## src/rtl/text_pkg.sv

```systemverilog
// text_pkg: shared geometry, attribute layout and helpers for the text-mode pixel pipeline
// Exports: FONT_W, CHAR_W, COLOUR_W, BLINK_FRAMES, LINE_GFX_MSBS, attribute field positions,
//          PAN_W via pan_width(), cell_t (one latched character) and pattern() (shift pattern).
package text_pkg;
    localparam int FONT_W = 8;
    localparam int CHAR_W = 9;
    localparam int COLOUR_W = 4;
    localparam int BLINK_FRAMES = 16;
    localparam logic [2:0] LINE_GFX_MSBS = 3'b110;
    localparam int ATTR_W = 2 * COLOUR_W;
    localparam int FG_LSB = 0;
    localparam int BG_LSB = COLOUR_W;
    localparam int BLINK_BIT = ATTR_W - 1;

    function automatic int pan_width(input int w);
        return (w > 1) ? $clog2(w) : 1;
    endfunction

    localparam int PAN_W = pan_width(CHAR_W);

    typedef struct packed {
        logic [FONT_W-1:0] font;
        logic [ATTR_W-1:0] attr;
        logic gfx;
        logic cursor;
        logic uline;
    } cell_t;

    // Line-graphics codes repeat the rightmost font bit into the ninth column so box
    // characters join up; narrow cells simply drop the extra column.
    function automatic logic [CHAR_W-1:0] pattern(input cell_t c);
        logic x;
        x = (CHAR_W > FONT_W) && c.gfx && c.font[0];
        return CHAR_W'({c.font, x} >> (FONT_W + 1 - CHAR_W));
    endfunction
endpackage

```

## src/rtl/text_blink_timer.sv

```systemverilog
// text_blink_timer: frame counter producing the text and cursor blink phases
// Ports: clk_i, reset_i (async, active high), frame_start_i (frame strobe),
//        blink_enable_i (0 forces both phases on), text_blink_o, cursor_blink_o.
module text_blink_timer
    import text_pkg::*;
#(
    parameter int FRAMES = BLINK_FRAMES
) (
    input  logic clk_i,
    input  logic reset_i,
    input  logic frame_start_i,
    input  logic blink_enable_i,
    output logic text_blink_o,
    output logic cursor_blink_o
);
    localparam int FC_W = pan_width(FRAMES);

    logic [FC_W-1:0] fc_q, fc_d;
    logic text_q, text_d, cur_q, cur_d;
    logic last, half;

    // The cursor toggles at the middle and the end of each text half-period, so it
    // runs at twice the text rate and both phases stay aligned.
    always_comb begin
        last = fc_q == FC_W'(FRAMES - 1);
        half = fc_q == FC_W'(FRAMES / 2 - 1);
        fc_d = fc_q;
        text_d = text_q;
        cur_d = cur_q;
        if (frame_start_i) begin
            fc_d = last ? '0 : fc_q + 1'b1;
            text_d = text_q ^ last;
            cur_d = cur_q ^ (last | half);
        end
    end

    always_ff @(posedge clk_i or posedge reset_i) begin
        if (reset_i) begin
            fc_q <= '0;
            text_q <= 1'b0;
            cur_q <= 1'b0;
        end else begin
            fc_q <= fc_d;
            text_q <= text_d;
            cur_q <= cur_d;
        end
    end

    assign text_blink_o = text_q | ~blink_enable_i;
    assign cursor_blink_o = cur_q | ~blink_enable_i;
endmodule

```

## src/rtl/text_pixel_pipeline.sv

```systemverilog
// text_pixel_pipeline: serialises font rows into character cells and drives a registered colour index
// Ports: clk_i, reset_i (async, active high); frame_start_i, line_start_i, display_enable_i timing;
//        load_i with font_data_i, attribute_data_i, char_msbs_i, cursor_active_i, underline_active_i
//        fill the one-character hold buffer; extended_bg_colours_i, blink_enable_i, pan_i,
//        overscan_colour_i control rendering; char_req_o asks for the next character,
//        underrun_o is sticky, colour_index_o goes to the RAMDAC.
module text_pixel_pipeline
    import text_pkg::*;
(
    input  logic                clk_i,
    input  logic                reset_i,
    input  logic                frame_start_i,
    input  logic                line_start_i,
    input  logic                display_enable_i,
    input  logic                load_i,
    input  logic [FONT_W-1:0]   font_data_i,
    input  logic [ATTR_W-1:0]   attribute_data_i,
    input  logic [2:0]          char_msbs_i,
    input  logic                cursor_active_i,
    input  logic                underline_active_i,
    input  logic                extended_bg_colours_i,
    input  logic                blink_enable_i,
    input  logic [PAN_W-1:0]    pan_i,
    input  logic [COLOUR_W-1:0] overscan_colour_i,
    output logic                char_req_o,
    output logic                underrun_o,
    output logic [COLOUR_W-1:0] colour_index_o
);
    cell_t in_cell, next_c, hold_q, hold_d, act_q, act_d;
    logic hold_full_q, hold_full_d;
    logic [CHAR_W-1:0] shift_q, shift_d;
    logic [PAN_W-1:0] cnt_q, cnt_d, pan_q, pan_d, pan_eff;
    logic char_req_q, char_req_d, underrun_q, underrun_d;
    logic [COLOUR_W-1:0] colour_q, colour_d, bg_c;
    logic cell_edge, fill, fg_c, text_blink, cursor_blink;

    assign in_cell = '{font: font_data_i, attr: attribute_data_i, gfx: char_msbs_i == LINE_GFX_MSBS,
                       cursor: cursor_active_i, uline: underline_active_i};

    text_blink_timer u_blink (
        .clk_i          (clk_i),
        .reset_i        (reset_i),
        .frame_start_i  (frame_start_i),
        .blink_enable_i (blink_enable_i),
        .text_blink_o   (text_blink),
        .cursor_blink_o (cursor_blink)
    );

    always_comb begin
        cell_edge = line_start_i | (cnt_q == PAN_W'(CHAR_W - 1));
        // A pan arriving with the line strobe must already apply to that line.
        pan_eff = frame_start_i ? pan_i : pan_q;
        fill = load_i | hold_full_q;
        // A load landing on a boundary bypasses the hold buffer entirely.
        next_c = load_i ? in_cell : hold_full_q ? hold_q : '0;
        pan_d = pan_eff;
        hold_d = load_i ? in_cell : hold_q;
        hold_full_d = cell_edge ? 1'b0 : fill;
        act_d = cell_edge ? next_c : act_q;
        shift_d = cell_edge ? pattern(next_c) << (line_start_i ? pan_eff : PAN_W'(0)) : shift_q << 1;
        cnt_d = line_start_i ? pan_eff : cell_edge ? '0 : cnt_q + 1'b1;
        char_req_d = cell_edge & fill;
        underrun_d = underrun_q | (cell_edge & ~fill);
        fg_c = (act_q.cursor & cursor_blink) | act_q.uline |
               (shift_q[CHAR_W-1] & (extended_bg_colours_i | ~act_q.attr[BLINK_BIT] | text_blink));
        bg_c = {act_q.attr[BLINK_BIT] & extended_bg_colours_i, act_q.attr[BLINK_BIT-1:BG_LSB]};
        colour_d = display_enable_i ? (fg_c ? act_q.attr[FG_LSB +: COLOUR_W] : bg_c) : overscan_colour_i;
    end

    always_ff @(posedge clk_i or posedge reset_i) begin
        if (reset_i) begin
            hold_q <= '0;
            hold_full_q <= 1'b0;
            act_q <= '0;
            shift_q <= '0;
            cnt_q <= '0;
            pan_q <= '0;
            char_req_q <= 1'b0;
            underrun_q <= 1'b0;
            colour_q <= '0;
        end else begin
            hold_q <= hold_d;
            hold_full_q <= hold_full_d;
            act_q <= act_d;
            shift_q <= shift_d;
            cnt_q <= cnt_d;
            pan_q <= pan_d;
            char_req_q <= char_req_d;
            underrun_q <= underrun_d;
            colour_q <= colour_d;
        end
    end

    assign char_req_o = char_req_q;
    assign underrun_o = underrun_q;
    assign colour_index_o = colour_q;
endmodule

```

## config.mk

```make
export PLATFORM = sky130hd
export DESIGN_NAME = text_pixel_pipeline
export DESIGN_NICKNAME = d
export VERILOG_FILES = /design/src/rtl/text_pkg.sv /design/src/rtl/text_blink_timer.sv /design/src/rtl/text_pixel_pipeline.sv
export SDC_FILE = /design/constraint.sdc
export NUM_CORES = 1
export LEC_CHECK = 0
export BUFFER_PORTS_ARGS = -buffer_cell sky130_fd_sc_hd__buf_2
export CAP_MARGIN = 20
export CORE_MARGIN = 2
export CORE_UTILIZATION = 30
export DETAILED_ROUTE_END_ITERATION = 12
export HOLD_SLACK_MARGIN = 0.06
export MAX_ROUTING_LAYER = met4
export PLACE_DENSITY = 0.52
export SLEW_MARGIN = 30
export SYNTH_ARGS = -nofsm -noshare
export SYNTH_HDL_FRONTEND = slang
export SYNTH_SLANG_ARGS = --single-unit
```

## constraint.sdc

```tcl
create_clock -name clk_i -period 2.7 [get_ports clk_i]
set_clock_uncertainty 0.1 [all_clocks]
set_input_delay 0 -clock clk_i [delete_from_list [all_inputs] [get_ports clk_i]]
set_output_delay 0 -clock clk_i [all_outputs]
set_load 0.1 [all_outputs]
```

==> flow_results.org <==
** Outcome
- Status :: completed

** Global routing
- After global routing, the most crowded layer is met2.
- Number of global-route vias before repair :: about 2,200
- Pin count of the biggest net entering global routing :: 28
- The initial antenna violation count was 0.
- Across every metal layer, demand over resource in global routing totals 0.140.
- Wire length of the first global-routing pass :: ~11,000 um
- Global-route track usage on met3 :: 0.0295
- For this run, global-route usage on met2 was measured as 0.206.
- Global routing finished with a remaining overflow of 0.
- Global-route met1 utilization :: 0.190

** Placed design
- Post-DP Area :: approximately 3100 sq um
- Number of placed instances with taps included :: 386
- Number of buffer cells added on primary ports :: 42
- Routability congestion estimate from global placement :: roughly 0.86
- Sum of net half-perimeters after detailed placement :: just over 4000 um

** Yosys
- Count of different cell masters after synthesis :: 38
- By instance count, the leading cell after synthesis is sky130_fd_sc_hd__dfrtp_1.
- Commonest register cell after synthesis :: sky130_fd_sc_hd__dfrtp_1
- In the synthesized netlist the async set-or-reset flop fraction comes to 1.00.
- Post-synthesis net count :: 284
- Summed over all instances, the cell type with the most area after synthesis is sky130_fd_sc_hd__dfrtp_1.
- The mapped netlist covers about 2700 sq um.
- The share of synthesized area in the top cell type comes to 0.537.
- Post-synth EDFFs :: 0
- After synthesis, the cell types taking the most area are sky130_fd_sc_hd__dfrtp_1, sky130_fd_sc_hd__mux2i_1, sky130_fd_sc_hd__mux2_2.
- List of most frequent post-synthesis cells :: sky130_fd_sc_hd__dfrtp_1, sky130_fd_sc_hd__nand2_1, sky130_fd_sc_hd__mux2i_1
- In this run the mean area of a mapped cell was about 11 sq um.
- Yosys reg bits :: 59
- In the synthesized netlist, the number of instances is roughly 240.
- Of the synthesized area, sequential elements account for 0.537.
- Number of warnings printed during yosys synthesis :: 0

** Route
- Iteration count of the initial detailed-routing pass :: 4
- Final wirelength :: just over 6000 um
- For this run, design rule violations remaining after detail routing come to 0.
- Via count :: roughly 2,100
- Detail-routed via count per cell :: between 4 and 5
- Count of nets left with antenna violations after detail routing :: 0
- Post-detailed-route wirelength per cell :: roughly 14 um
- DR iter-0 viols :: approximately 90

** STA
- Final sum of negative setup slack :: 0 ns
- Setup violations remaining at the end of the flow were counted as 0.
- Final cycle utilization of the critical path :: 0.814
- Counting I/O delays and the setup requirement, the final critical path takes between 2 and 2.5 ns.
- Setup repair after global routing left no endpoint under its margin.
- Headroom to the max-slew limit :: 0.604
- Final Hold Vio Count :: 0
- Pins over their slew limit :: 0
- Pin slew with the least headroom to its limit :: between 0.5 and 0.6 ns
- Highest Clock Rate :: between 400 and 500 MHz

** Finish
- Design Area, Final :: roughly 3800 sq um
- After filler insertion, the fill cell instance count of the layout stands at approximately 850.
- 0 antenna diodes ended up in the layout.
- Layout cells sized above 1 :: 0.246
- Non-filler instance count after layout :: 449
- The area growth from synthesis to layout is 36.9%.
- After the last flow step, the layout net total stands at about 380.
- In the final layout, flip-flops and latches occupy approximately 1500 sq um.
- Summing all multi-input logic gate instances after layout gives between 1000 and 1500 sq um.

** Floorplan
- The floorplan step defined a die boundary enclosing between 9000 and 10,000 sq um.
- Die span in y :: approximately 100 um
- Effective utilization at floorplan :: 0.312
- Core area :: around 9000 sq um
- Die X-Extent :: around 100 um
- Top-level I/O count :: 43
- Row generation in the floorplan step produced 34 rows.

** Clocking
- Root buffer cell :: sky130_fd_sc_hd__clkbuf_8
- Clock tree synthesis inserted a total of 9 buffers.
- Buffers inserted to repair hold after CTS numbered 47.
- Clock transition time at the flip-flop clock pins of the worst setup and hold paths :: ~0.070 ns
- Clock tree synthesis found a total of 59 sinks.
- The clock passes through at most 2 buffers.
- CTS built an H-tree with a depth of 3.
- Cells resized by post-CTS repair :: 0
- TritonCTS built the clock tree.
- Insertion delay of the later-clocked pin in the worst-skew pair :: ~0.33 ns
- Post-CTS repair timing setup buffer count :: 0

** Power
- Summing internal, switching and leakage power gives 2540 uW.
- In this run the power density over the cells is ~680 nW/um^2.
- Static leakage :: ~0.0018 uW
- Peak supply drop :: ~0.30 mV

** Setup path
- STA classifies the critical path endpoint as a flop.
- Critical path data arrival time :: 2.32 ns
- At the worst endpoint, the required time is between 2 and 3 ns.
- Crit path kind :: reg2reg
- Max FO, Critical Path :: 5
- The worst setup path is launched from a flop.

** Hold path
- Worst min path class :: in2async

** Flow run
- Count of max-cap constraint violations :: 0
[flip-flops by register name (all words and copies together) (netlist names)]
| register | cells |
|---|---|
| hold_q | 19 |
| act_q | 10 |
| shift_q | 9 |
| cnt_q | 4 |
| colour_index_o | 4 |
| pan_q | 4 |
| u_blink.fc_q | 4 |
| char_req_o | 1 |
| hold_full_q | 1 |
| u_blink.cur_q | 1 |
| u_blink.text_q | 1 |
| underrun_o | 1 |
[critical path: stages (launching register included)]
cell	delay, ns
sky130_fd_sc_hd__dfrtp_1	0.39
sky130_fd_sc_hd__nor2_1	0.09
sky130_fd_sc_hd__nand3_1	0.10
sky130_fd_sc_hd__a221oi_2	0.51
sky130_fd_sc_hd__mux2i_1	0.26
sky130_fd_sc_hd__a21oi_1	0.08
sky130_fd_sc_hd__dlygate4sd3_1	0.55
[power by group]
part | switching [uW] | leakage, uW | internal, uW | total, uW
clock | 352 | 0.000108 | 499 | 851
combinational | 314 | 0.000946 | 263 | 577
sequential | 92.1 | 0.000720 | 1020 | 1120
total | 759 | 0.00177 | 1780 | 2540
[cell usage in the layout, fill, tap and decap left out, types with 2 or more instances in the layout]
| cell type | netlist | final |
|---|---|---|
| sky130_fd_sc_hd__buf_2 | 4 | 42 |
| sky130_fd_sc_hd__mux2_2 | 14 | 14 |
| sky130_fd_sc_hd__clkinv_2 | 0 | 2 |
| sky130_fd_sc_hd__xnor2_1 | 4 | 4 |
| sky130_fd_sc_hd__dlygate4sd3_1 | 0 | 47 |
| sky130_fd_sc_hd__nand2b_1 | 3 | 3 |
| sky130_fd_sc_hd__nor2_1 | 13 | 13 |
| sky130_fd_sc_hd__mux2_1 | 9 | 9 |
| sky130_fd_sc_hd__a21oi_1 | 9 | 9 |
| sky130_fd_sc_hd__ha_1 | 3 | 3 |
| sky130_fd_sc_hd__a21o_1 | 8 | 8 |
| sky130_fd_sc_hd__nand4_1 | 3 | 3 |
| sky130_fd_sc_hd__clkbuf_8 | 0 | 12 |
| sky130_fd_sc_hd__o21ai_1 | 13 | 13 |
| sky130_fd_sc_hd__o21ai_0 | 8 | 8 |
| sky130_fd_sc_hd__a22o_1 | 10 | 10 |
| sky130_fd_sc_hd__inv_1 | 6 | 5 |
| sky130_fd_sc_hd__nand3_1 | 7 | 7 |
| sky130_fd_sc_hd__dfrtp_1 | 59 | 59 |
| sky130_fd_sc_hd__nand2_1 | 26 | 26 |
| sky130_fd_sc_hd__mux2i_1 | 19 | 19 |
| sky130_fd_sc_hd__buf_4 | 0 | 4 |
[logic make-up (layout without fill, tap and decap cells)]
kind of cell / Yosys count / count (layout) / synth area share
AO/OA/AOI/OAI: 57 / 57 / 0.138
flip-flops: 59 / 59 / 0.537
multiplexers: 43 / 43 / 0.169
adder cells (fa/ha/maj): 3 / 3 / 0.0137
buffers and inverters: 18 / 115 / 0.0269
XOR/XNOR: 5 / 5 / 0.0159
AND/OR/NAND/NOR: 59 / 59 / 0.0988
[metrics by stage]
stage / setup slack (ns) / util / hold WS [ns]
floorplan: 1.08 / - / 0.0516
detailed placement: 0.568 / 0.350 / 0.00191
CTS: 0.481 / 0.427 / 0.185
global placement: 0.682 / 0.350 / -0.000310
global route: 0.300 / 0.427 / 0.210
finish: 0.503 / 0.427 / 0.174
[layer usage]
layer,part of all wire,up-vias,routed length (um)
met5,0,-,0
met4,0.011,0,70
met3,0.024,4,150
met2,0.45,31,2800
met1,0.51,997,3160
li1,-,1049,-
[area by class of cell]
class                           instances  share of cell area
Timing Repair Buffer                   93               0.189
Inverter                                6             0.00599
Multi-Input combinational cell        167               0.320
Sequential cell                        59               0.393
Tap cell                              108              0.0359
Clock inverter                          4              0.0126
Clock buffer                           12              0.0439
[path summary, 6_finish.rpt]
check                                           startpoint                     endpoint  slack [ns]  cells past startpoint
worst min-delay path                               reset_i  colour_index_o[0]$_DFF_PP0_        0.17                      3
max in group asynchronous                          reset_i       hold_q[11]$_DFFE_PP0P_        1.66                      4
min in group clk_i                                  load_i         act_q[0]$_DFFE_PP0N_        0.29                      4
worst max-delay path            u_blink.text_q$_DFFE_PP0P_  colour_index_o[0]$_DFF_PP0_        0.50                      6
worst min register to register        underrun_o$_DFF_PP0_         underrun_o$_DFF_PP0_        0.37                      1
worst max register to register  u_blink.text_q$_DFFE_PP0P_  colour_index_o[0]$_DFF_PP0_        0.50                      6
No activity file was read; power rests on OpenSTA's default activity.
